### src/rtl/encode_pkg.sv
// Shared definitions for the encode block.
//   state_t     : packet FSM states
//   HDR_WORDS   : default count of leading words always passed in clear
//   LEN_THRESH  : default packet-length threshold above which the body is encrypted
//   KEY_IDX_W   : width of the key selector / key index
//   rotl8()     : 64-bit rotate-left by one byte, the final step of the cipher
package encode_pkg;

  typedef enum logic [2:0] {
    S_IDLE,
    S_HDR,
    S_KEY_REQ,
    S_KEY_WAIT,
    S_BODY,
    S_PASS
  } state_t;

  localparam int HDR_WORDS  = 11;
  localparam int LEN_THRESH = 100;
  localparam int KEY_IDX_W  = 14;

  function automatic logic [63:0] rotl8(input logic [63:0] x);
    return {x[55:0], x[63:56]};
  endfunction

endpackage

### src/rtl/encode_compute.sv
// Combinational word transform.
//   plain  : input word
//   key    : 64-bit key
//   enable : 1 -> cipher = rotl8(plain ^ key), 0 -> cipher = plain
//   cipher : transformed word
module encode_compute
  import encode_pkg::*;
(
  input  logic [63:0] plain,
  input  logic [63:0] key,
  input  logic        enable,
  output logic [63:0] cipher
);

  assign cipher = enable ? rotl8(plain ^ key) : plain;

endmodule

### src/rtl/encode.sv
// Packet encoder. Header words pass in clear; if the packet length field
// exceeds the threshold, a key is fetched over a simple read port and the
// remaining body words are encrypted. One-cycle latency, one word per cycle.
//   aclk, areset_n                     : clock, synchronous active-low reset
//   e_s_axi_data/valid/last/ready      : plaintext input stream
//   e_m_axi_data/valid/last/ready      : ciphertext output stream
//   e_axi_raddr, e_axi_rvalid          : key read address and one-cycle request pulse
//   e_axi_rd_rvalid/rd_last/rd_data    : key read response beats
module encode
  import encode_pkg::*;
#(
  parameter int C_AXI_ADDR_WIDTH = 32,
  parameter int C_AXI_DATA_WIDTH = 512,
  parameter int HDR_WORDS        = encode_pkg::HDR_WORDS,
  parameter int LEN_THRESH       = encode_pkg::LEN_THRESH
) (
  input  logic                        aclk,
  input  logic                        areset_n,
  input  logic [63:0]                 e_s_axi_data,
  input  logic                        e_s_axi_valid,
  input  logic                        e_s_axi_last,
  output logic                        e_s_axi_ready,
  output logic [63:0]                 e_m_axi_data,
  output logic                        e_m_axi_valid,
  output logic                        e_m_axi_last,
  input  logic                        e_m_axi_ready,
  output logic [C_AXI_ADDR_WIDTH-1:0] e_axi_raddr,
  output logic                        e_axi_rvalid,
  input  logic                        e_axi_rd_rvalid,
  input  logic                        e_axi_rd_last,
  input  logic [C_AXI_DATA_WIDTH-1:0] e_axi_rd_data
);

  localparam logic [15:0] HDR_LAST  = 16'(HDR_WORDS - 1);
  localparam logic [15:0] LEN_LIMIT = 16'(LEN_THRESH);
  localparam logic [15:0] IDX_MAX   = 16'hFFFF;

  state_t                 state;
  logic [15:0]            word_idx;
  logic [15:0]            p_len;
  logic [KEY_IDX_W-1:0]   key_sel;
  logic [KEY_IDX_W-1:0]   next_sel;
  logic [63:0]            key;
  logic                   key_got;
  logic                   can_flow;
  logic                   accept;
  logic [63:0]            cipher;

  // Only the low 64 bits of the key response carry the key.
  logic unused_rd_bits;
  assign unused_rd_bits = ^e_axi_rd_data[C_AXI_DATA_WIDTH-1:64];

  // NOTE: every variable gets a default before any branch so no latch is inferred.
  always_comb begin
    can_flow = 1'b0;
    if (state inside {S_IDLE, S_HDR, S_BODY, S_PASS}) can_flow = 1'b1;
  end

  // Output register can take a new word when empty or draining this cycle.
  assign e_s_axi_ready = areset_n && can_flow && (!e_m_axi_valid || e_m_axi_ready);
  assign accept        = e_s_axi_valid && e_s_axi_ready;

  // Selector as it will be once word 10 is folded in; used to form the
  // address in the same cycle the key request is launched.
  assign next_sel = key_sel ^ e_s_axi_data[KEY_IDX_W-1:0];

  encode_compute u_compute (
    .plain  (e_s_axi_data),
    .key    (key),
    .enable (state == S_BODY),
    .cipher (cipher)
  );

  // NOTE: reset is sampled synchronously here and all state uses non-blocking
  // assignments so every register updates from pre-edge values.
  always_ff @(posedge aclk) begin
    if (!areset_n) begin
      state         <= S_IDLE;
      word_idx      <= '0;
      p_len         <= '0;
      key_sel       <= '0;
      key           <= '0;
      key_got       <= 1'b0;
      e_m_axi_data  <= '0;
      e_m_axi_valid <= 1'b0;
      e_m_axi_last  <= 1'b0;
      e_axi_rvalid  <= 1'b0;
      e_axi_raddr   <= '0;
    end else begin
      e_axi_rvalid <= 1'b0;

      // Output register: load on accept, otherwise drain when taken.
      if (accept) begin
        e_m_axi_data  <= cipher;
        e_m_axi_last  <= e_s_axi_last;
        e_m_axi_valid <= 1'b1;
      end else if (e_m_axi_ready) begin
        e_m_axi_valid <= 1'b0;
      end

      // Word index and header field capture.
      if (accept) begin
        if (e_s_axi_last)         word_idx <= '0;
        else if (word_idx != IDX_MAX) word_idx <= word_idx + 16'd1;

        if (word_idx == 16'd2)  p_len   <= {e_s_axi_data[7:0], e_s_axi_data[15:8]};
        if (word_idx == 16'd9)  key_sel <= e_s_axi_data[KEY_IDX_W-1:0];
        if (word_idx == 16'd10) key_sel <= next_sel;
      end

      unique case (state)
        S_IDLE, S_HDR: begin
          if (accept) begin
            if (e_s_axi_last) begin
              state <= S_IDLE;
            end else if (word_idx == HDR_LAST) begin
              if (p_len > LEN_LIMIT) begin
                state        <= S_KEY_REQ;
                e_axi_rvalid <= 1'b1;
                e_axi_raddr  <= C_AXI_ADDR_WIDTH'({next_sel, 6'b0});
              end else begin
                state <= S_PASS;
              end
            end else begin
              state <= S_HDR;
            end
          end
        end

        // Request pulse was raised on entry; it drops as we leave.
        S_KEY_REQ: state <= S_KEY_WAIT;

        S_KEY_WAIT: begin
          if (e_axi_rd_rvalid) begin
            if (!key_got) begin
              key     <= e_axi_rd_data[63:0];
              key_got <= 1'b1;
            end
            if (e_axi_rd_last) begin
              key_got <= 1'b0;
              state   <= S_BODY;
            end
          end
        end

        S_BODY, S_PASS: begin
          if (accept && e_s_axi_last) state <= S_IDLE;
        end

        default: state <= S_IDLE;
      endcase
    end
  end

endmodule

### config.mk
export PLATFORM = sky130hd
export DESIGN_NAME = encode
export DESIGN_NICKNAME = d
export VERILOG_FILES = /design/src/rtl/encode_pkg.sv /design/src/rtl/encode_compute.sv /design/src/rtl/encode.sv
export SDC_FILE = /design/constraint.sdc
export NUM_CORES = 1
export LEC_CHECK = 0
export CAP_MARGIN = 20
export CORE_AREA = 4 4 267 269
export CTS_CLUSTER_SIZE = 8
export DETAILED_ROUTE_END_ITERATION = 8
export DIE_AREA = 0 0 271 273
export HOLD_SLACK_MARGIN = 0.03
export MAX_ROUTING_LAYER = met4
export SYNTH_ARGS = -nofsm -noshare
export SYNTH_HDL_FRONTEND = slang
export SYNTH_HIERARCHICAL = 1
export SYNTH_SLANG_ARGS = --single-unit
### constraint.sdc
create_clock -name aclk -period 2.3 [get_ports aclk]
set_clock_uncertainty 0.1 [all_clocks]
set_input_delay 0.23 -clock aclk [delete_from_list [all_inputs] [get_ports aclk]]
set_output_delay 0.23 -clock aclk [all_outputs]
set_load 0.05 [all_outputs]
Yosys cells after proc, flatten, opt, wreduce, memory -nomap -nowiden
Cells that the tools add are included.
Widths: inputs -> output; s select.

word-level totals
  register bits = 195
  input bits = 583
  logic and storage cells = 73

cells by class
  add/subtract/negate cells = 1
  $lt $le $gt $ge = 1
  equality and inequality tests = 13
  multiplexer cells = 18
  bitwise gates (word level) = 8
  reductions and logical operators = 21

operator list
  kind                   count
  $mux 64                1
  $xor 64x64->64         1
  $eq 16x4->1 const B    2
  $mux 16                2
  $mux 14                2
  $mux 3                 7
  $add 16x1->16 const B  1
  $eq 16x2->1 const B    1
  $gt 16x7->1 const B    1
  $ne 16x16->1 const B   1
  $xor 14x14->14         1
  $pmux 3 s4             1
  $ne 2x2->1 const B     4
  $reduce_and 2->1       4
  $eq 3x2->1 const B     2
  $eq 3x3->1 const B     2
  $not 1->1              6
  $reduce_bool 2->1      3
  $mux 1                 5
  $reduce_and 5->1       1
  $reduce_or 5->1        1
  $logic_and 1x1->1      4
  $reduce_and 4->1       1
  $reduce_bool 4->1      1
  other kinds (6)        7

Depth between registers and ports, before layout
  depth in word-level cells = 9
  mapped depth = 9
  depth with buffers taken out = 6

Modules after synthesis
The synthesis kept the hierarchy.

modules (own cells, without submodules)
  module          instances  cells each  area each (um2)  sequential area each (um2)
  encode          1          968         7826.3           3903.7
  encode_compute  1          206         1231.2           0.0

Least setup slack after synthesis
No wires, ideal clock.

  path type = flip-flop to flip-flop
  start = register e_m_axi_valid
  end = register e_m_axi_data[10]
  data arrival time = 1962 ps
  slack = 167 ps
  cell stages (with the launch flop) = 8
  buffers on the path = 3
  period minus slack after synthesis = 2133 ps
  cells stage by stage = dfxtp_1 nand2b_1 nand3_1 buf_2 clkbuf_1 buf_1 nand2_1 a21oi_1

on the way
  cells in the longest elaborated chain, start to end = 4

RTL lines
  item                    RTL line      RTL
  start, declared         encode.sv:24  output logic e_m_axi_valid,
  start signal, assigned  encode.sv:85  e_m_axi_valid <= 1'b0;
  start signal, assigned  encode.sv:96  e_m_axi_valid <= 1'b1;
  start signal, assigned  encode.sv:98  e_m_axi_valid <= 1'b0;
  $logic_not 1->1         encode.sv:60  assign e_s_axi_ready = areset_n && can_flow && (!e_m_axi_valid || e_m_axi_ready);
  $logic_or 1x1->1        encode.sv:60
  $logic_and 1x1->1       encode.sv:60
  $logic_and 1x1->1       encode.sv:61  assign accept = e_s_axi_valid && e_s_axi_ready;
  end signal, assigned    encode.sv:94  e_m_axi_data <= cipher;
  end, declared           encode.sv:23  output logic [63:0] e_m_axi_data,

No other way between the ends.
A chain may end at the register's enable or synchronous reset.

Worst setup path after layout
  start = register word_idx[2]
  end = register p_len[4]

on the way
  cells in the longest elaborated chain, start to end = 2

RTL lines
  item                               RTL line       RTL
  start, declared                    encode.sv:39   logic [15:0] word_idx;
  start signal, assigned             encode.sv:104  else if (word_idx != IDX_MAX) word_idx <= word_idx + 16'd1;
  $eq 16x2->1                        encode.sv:106  if (word_idx == 16'd2) p_len <= {e_s_axi_data[7:0], e_s_axi_data[15:8]};
  $reduce_and 2->1 (no source line)  --
  end signal, assigned               encode.sv:106
  end, declared                      encode.sv:40   logic [15:0] p_len;

No other way between the ends.

==> metrics.md <==
| Metric | Value |
|---|---|
| Post-place setup slack | `between 90 and 100 ps` |
| Post-layout util | `a little under a fifth` |
| Layout Nets | `1,961` |
| Area leader, netlist | `dfxtp_1` |
| Crit path required time | `2560 ps` |
| Synth top area cells | `dfxtp_1 (43%), nand2_1 (14%), a21oi_1 (12%)` |
| Leak pwr | `4.485 nW` |
| Sequential element share of the synthesized area | `43.10%` |
| CTS Root Cell | `clkbuf_16` |
| Clk_lat worst skew | `490 ps` |
| CP endpoint kind | `flop` |
| Maximum clock path buffer count | `2` |
| Highest Signal Layer | `met4` |
| Post-CTS Repair Setup Buffers | `0` |
| Library cells used by synthesis | `50` |
| Max Cap Viol | `0` |
| Io pins | `between 600 and 700` |
| Cell Count, Final, Fillers Out | `roughly 2,300` |
| Hold Path Class | `in2reg` |
| Comb pwr share | `14.5%` |
| Placed cells | `approximately 2,300` |
| Worst Path Buf+Inv | `1` |
| Layout cells sized above 1 | `around 7.6%` |
| Met2 wire length | `approximately 15 mm` |
| Most numerous cell in the Yosys netlist | `nand2_1` |
| Total chip power | `7.851 mW` |
| Avg Inst Size Synth | `7.715 µm²` |
| Metal-1 WL | `17.37 mm` |
| Internal power | `between 5 and 6 mW` |
| Worst-path maximum fanout | `16` |
| Post-Synth Simple-Gate Area | `between 20% and 30%` |
| Crit-path max cell delay | `520 ps` |
| Worst setup margin | `220.4 ps` |
| Final Cycle Share | `approximately 90%` |
| Met3 wire len | `2.913 mm` |
| #FFs+latches synth | `195` |
| Yosys warns | `6` |
| CORE AREA | `0.06859 mm²` |
| Pins Over Slew Limit | `0` |
| Post-Syn Area | `0.009057 mm²` |
| Initial Util | `13.21%` |
| H-tree depth | `4` |
| Synth top area share | `43.10%` |
| Residual DRC | `0` |
| Total CTS buffers | `17` |
| WP data arrival | `2340 ps` |
| Clock Sinks | `195` |
| TNS Setup | `0 ps` |
| Worst Setup Start Kind | `flop` |
| CP Cell Sequence | `nor4_4 > nand4_4 > or4_1 > buf_4 > nand2_1 > a21oi_1` |
| Pwr per Cell Area | `596.9 mW/mm²` |
| IO buf count | `between 200 and 250` |
| Initial DRC Count | `495` |
| Crit path kind | `reg2reg` |
| Die area | `0.07398 mm²` |
| DR vias/cell | `3.700` |
| Hold_buf cts | `0` |
| Slowest CP cell | `or4_1` |
| RSZ-0062 raised after global routing | `false` |
| Post-synth ARST share | `0%` |
| Largest net degree at the start of global routing | `52` |
| CTS tree | `done` |
| Status | `finished, final reports clean` |
| Global route overflow | `0` |
| EDFF count, synth | `0` |
| Post-route ant nets | `0` |
| Post-Route WL | `36.33 mm` |
| Number of global-route vias before repair | `between 8,000 and 9,000` |
| Peak supply drop | `0.4391 mV` |
| Post-layout min period | `2080 ps` |
| Mux cell area share after synthesis | `0.1105%` |
| Cell count after synthesis | `1,174` |
| Fill cells | `7,724` |
| Rows | `96` |
| Main synth FF type | `dfxtp_1` |
| First-pass GRT wire length | `53.11 mm` |
| CP top delay family | `simple AND/OR/NAND/NOR gates` |
| Register share of total power | `44.2%` |
| GPL Wtd Cong | `0.7948` |
| Die height | `273 µm` |
| Endpoints failing setup | `0` |
| NetSw | `2.360 mW` |
| Total GRT Usage | `about 10%` |
| WL/cell | `15.66 µm` |
| TritonRoute pass-1 iters | `7` |
| Synth cell count leaders | `nand2_1 (329), a21oi_1 (215), dfxtp_1 (195), nor2_1 (97), xnor2_1 (84)` |
| Area Overhead vs Synth | `45.23%` |
| Clock power frac | `41.3%` |
| Adder-Cell Fraction of Synth Area | `0.4144%` |
| Max Fclk | `0.4809 GHz` |
| Die W | `271 µm` |
| Rel. slew slack | `between 50% and 60%` |
| Largest family of logic cells by synthesized area | `simple AND/OR/NAND/NOR gates` |
| Synth Area in Compound Gates | `18.79%` |
| Initial antenna violation count | `1` |
| Clock transition at the registers of the reported paths | `90 ps` |
| Dpl hpwl | `27.68 mm` |
| CTS resizes | `0` |
| Sw Share | `30.06%` |
| Worst Tran Pin Value | `between 600 and 700 ps` |
| Final-report hold violation count | `0` |
| DR vias | `8,584` |
| Xor and xnor area share after synthesis | `8.413%` |
## layer usage
metal,global-route usage [%],up-vias
li1,-,4317
met1,12.66,3957
met2,14.55,269
met3,3.854,41
met4,3.274,0
met5,-,-
## power groups by stage
| stage | Combinational (mW) | Sequential (mW) | Clock, mW |
|---|---|---|---|
| after global routing | 1.22 | 3.48 | 3.47 |
| after detailed placement | 1.15 | 3.55 | 0 |
| after CTS | 1.16 | 3.47 | 3.36 |
| after floorplan | 0.382 | 3.73 | 0 |
| final | 1.14 | 3.47 | 3.25 |
| after global placement | 1.15 | 3.54 | 0 |
## final cells by class
class / instances / area [µm²] / share of cell area (%)
diodes: 1 / 2.502 / 0.01902
clock buffers: 18 / 439.2 / 3.339
clock inverters: 14 / 187.7 / 1.427
inverters: 8 / 32.53 / 0.2473
multi-input cells: 885 / 4668 / 35.49
flip-flops and latches: 195 / 3904 / 29.68
well taps: 931 / 1165 / 8.856
repair buffers: 268 / 2755 / 20.95
## cells in the final DEF (no fill, tap or decap), drive strengths merged, types with 3 or more instances in the layout
master / count
conb: 18
o211a: 13
buf: 56
a21oi: 215
nand2: 329
nor2: 97
clkdlybuf4s50: 212
nand3: 7
dfxtp: 195
nor4: 8
nand4: 21
a31oi: 4
clkbuf: 18
nor3: 7
inv: 14
o21ai: 3
o211ai: 17
ha: 3
nor2b: 3
o41ai: 3
and2: 3
clkinv: 6
nand2b: 4
xnor2: 84
xor2: 3
and3: 5
o2111ai: 14
a211oi: 5
## flip-flops by register name (all words and copies together), names as in the netlist
register       flops
key_sel           14
p_len             16
e_axi_raddr       14
key               64
state              3
e_m_axi_data      64
e_m_axi_last       1
e_axi_rvalid       1
key_got            1
word_idx          16
e_m_axi_valid      1
## tightest hold or removal path, stage by stage
cell             delay, ps
clkdlybuf4s50_1        390
nand2_1                 50
a21oi_1                 50
## final timing paths
check,slack [ps],depth (start not counted),from,endpoint
max reg2reg,220,6,word_idx[2]$_SDFFE_PN0P_,p_len[4]$_SDFFE_PN0P_
min reg2reg,360,2,e_m_axi_data[42]$_SDFFE_PN0P_,e_m_axi_data[42]$_SDFFE_PN0P_
max,220,6,word_idx[2]$_SDFFE_PN0P_,p_len[4]$_SDFFE_PN0P_
min,180,3,e_axi_rd_data[50],key[50]$_SDFFE_PN0P_
## cells by family (layout without fill, tap and decap cells)
group / Yosys count / after routing
buf+inv: 111 / 308
mux: 1 / 1
simple gates: 488 / 488
compound gates: 288 / 288
flops: 195 / 195
fa+ha+maj: 3 / 3
other cells: 1 / 19
xor+xnor: 87 / 87
## stage by stage
stage	cell area (µm²)	hold slack (ps)
2_1_floorplan	9121	225.6
3_3_place_gp	12520	336.4
3_5_place_dp	12520	346.3
4_1_cts	13150	137.8
5_1_grt	13150	160.6
6_report	13150	176.2
(Power assumes the default switching activity.)
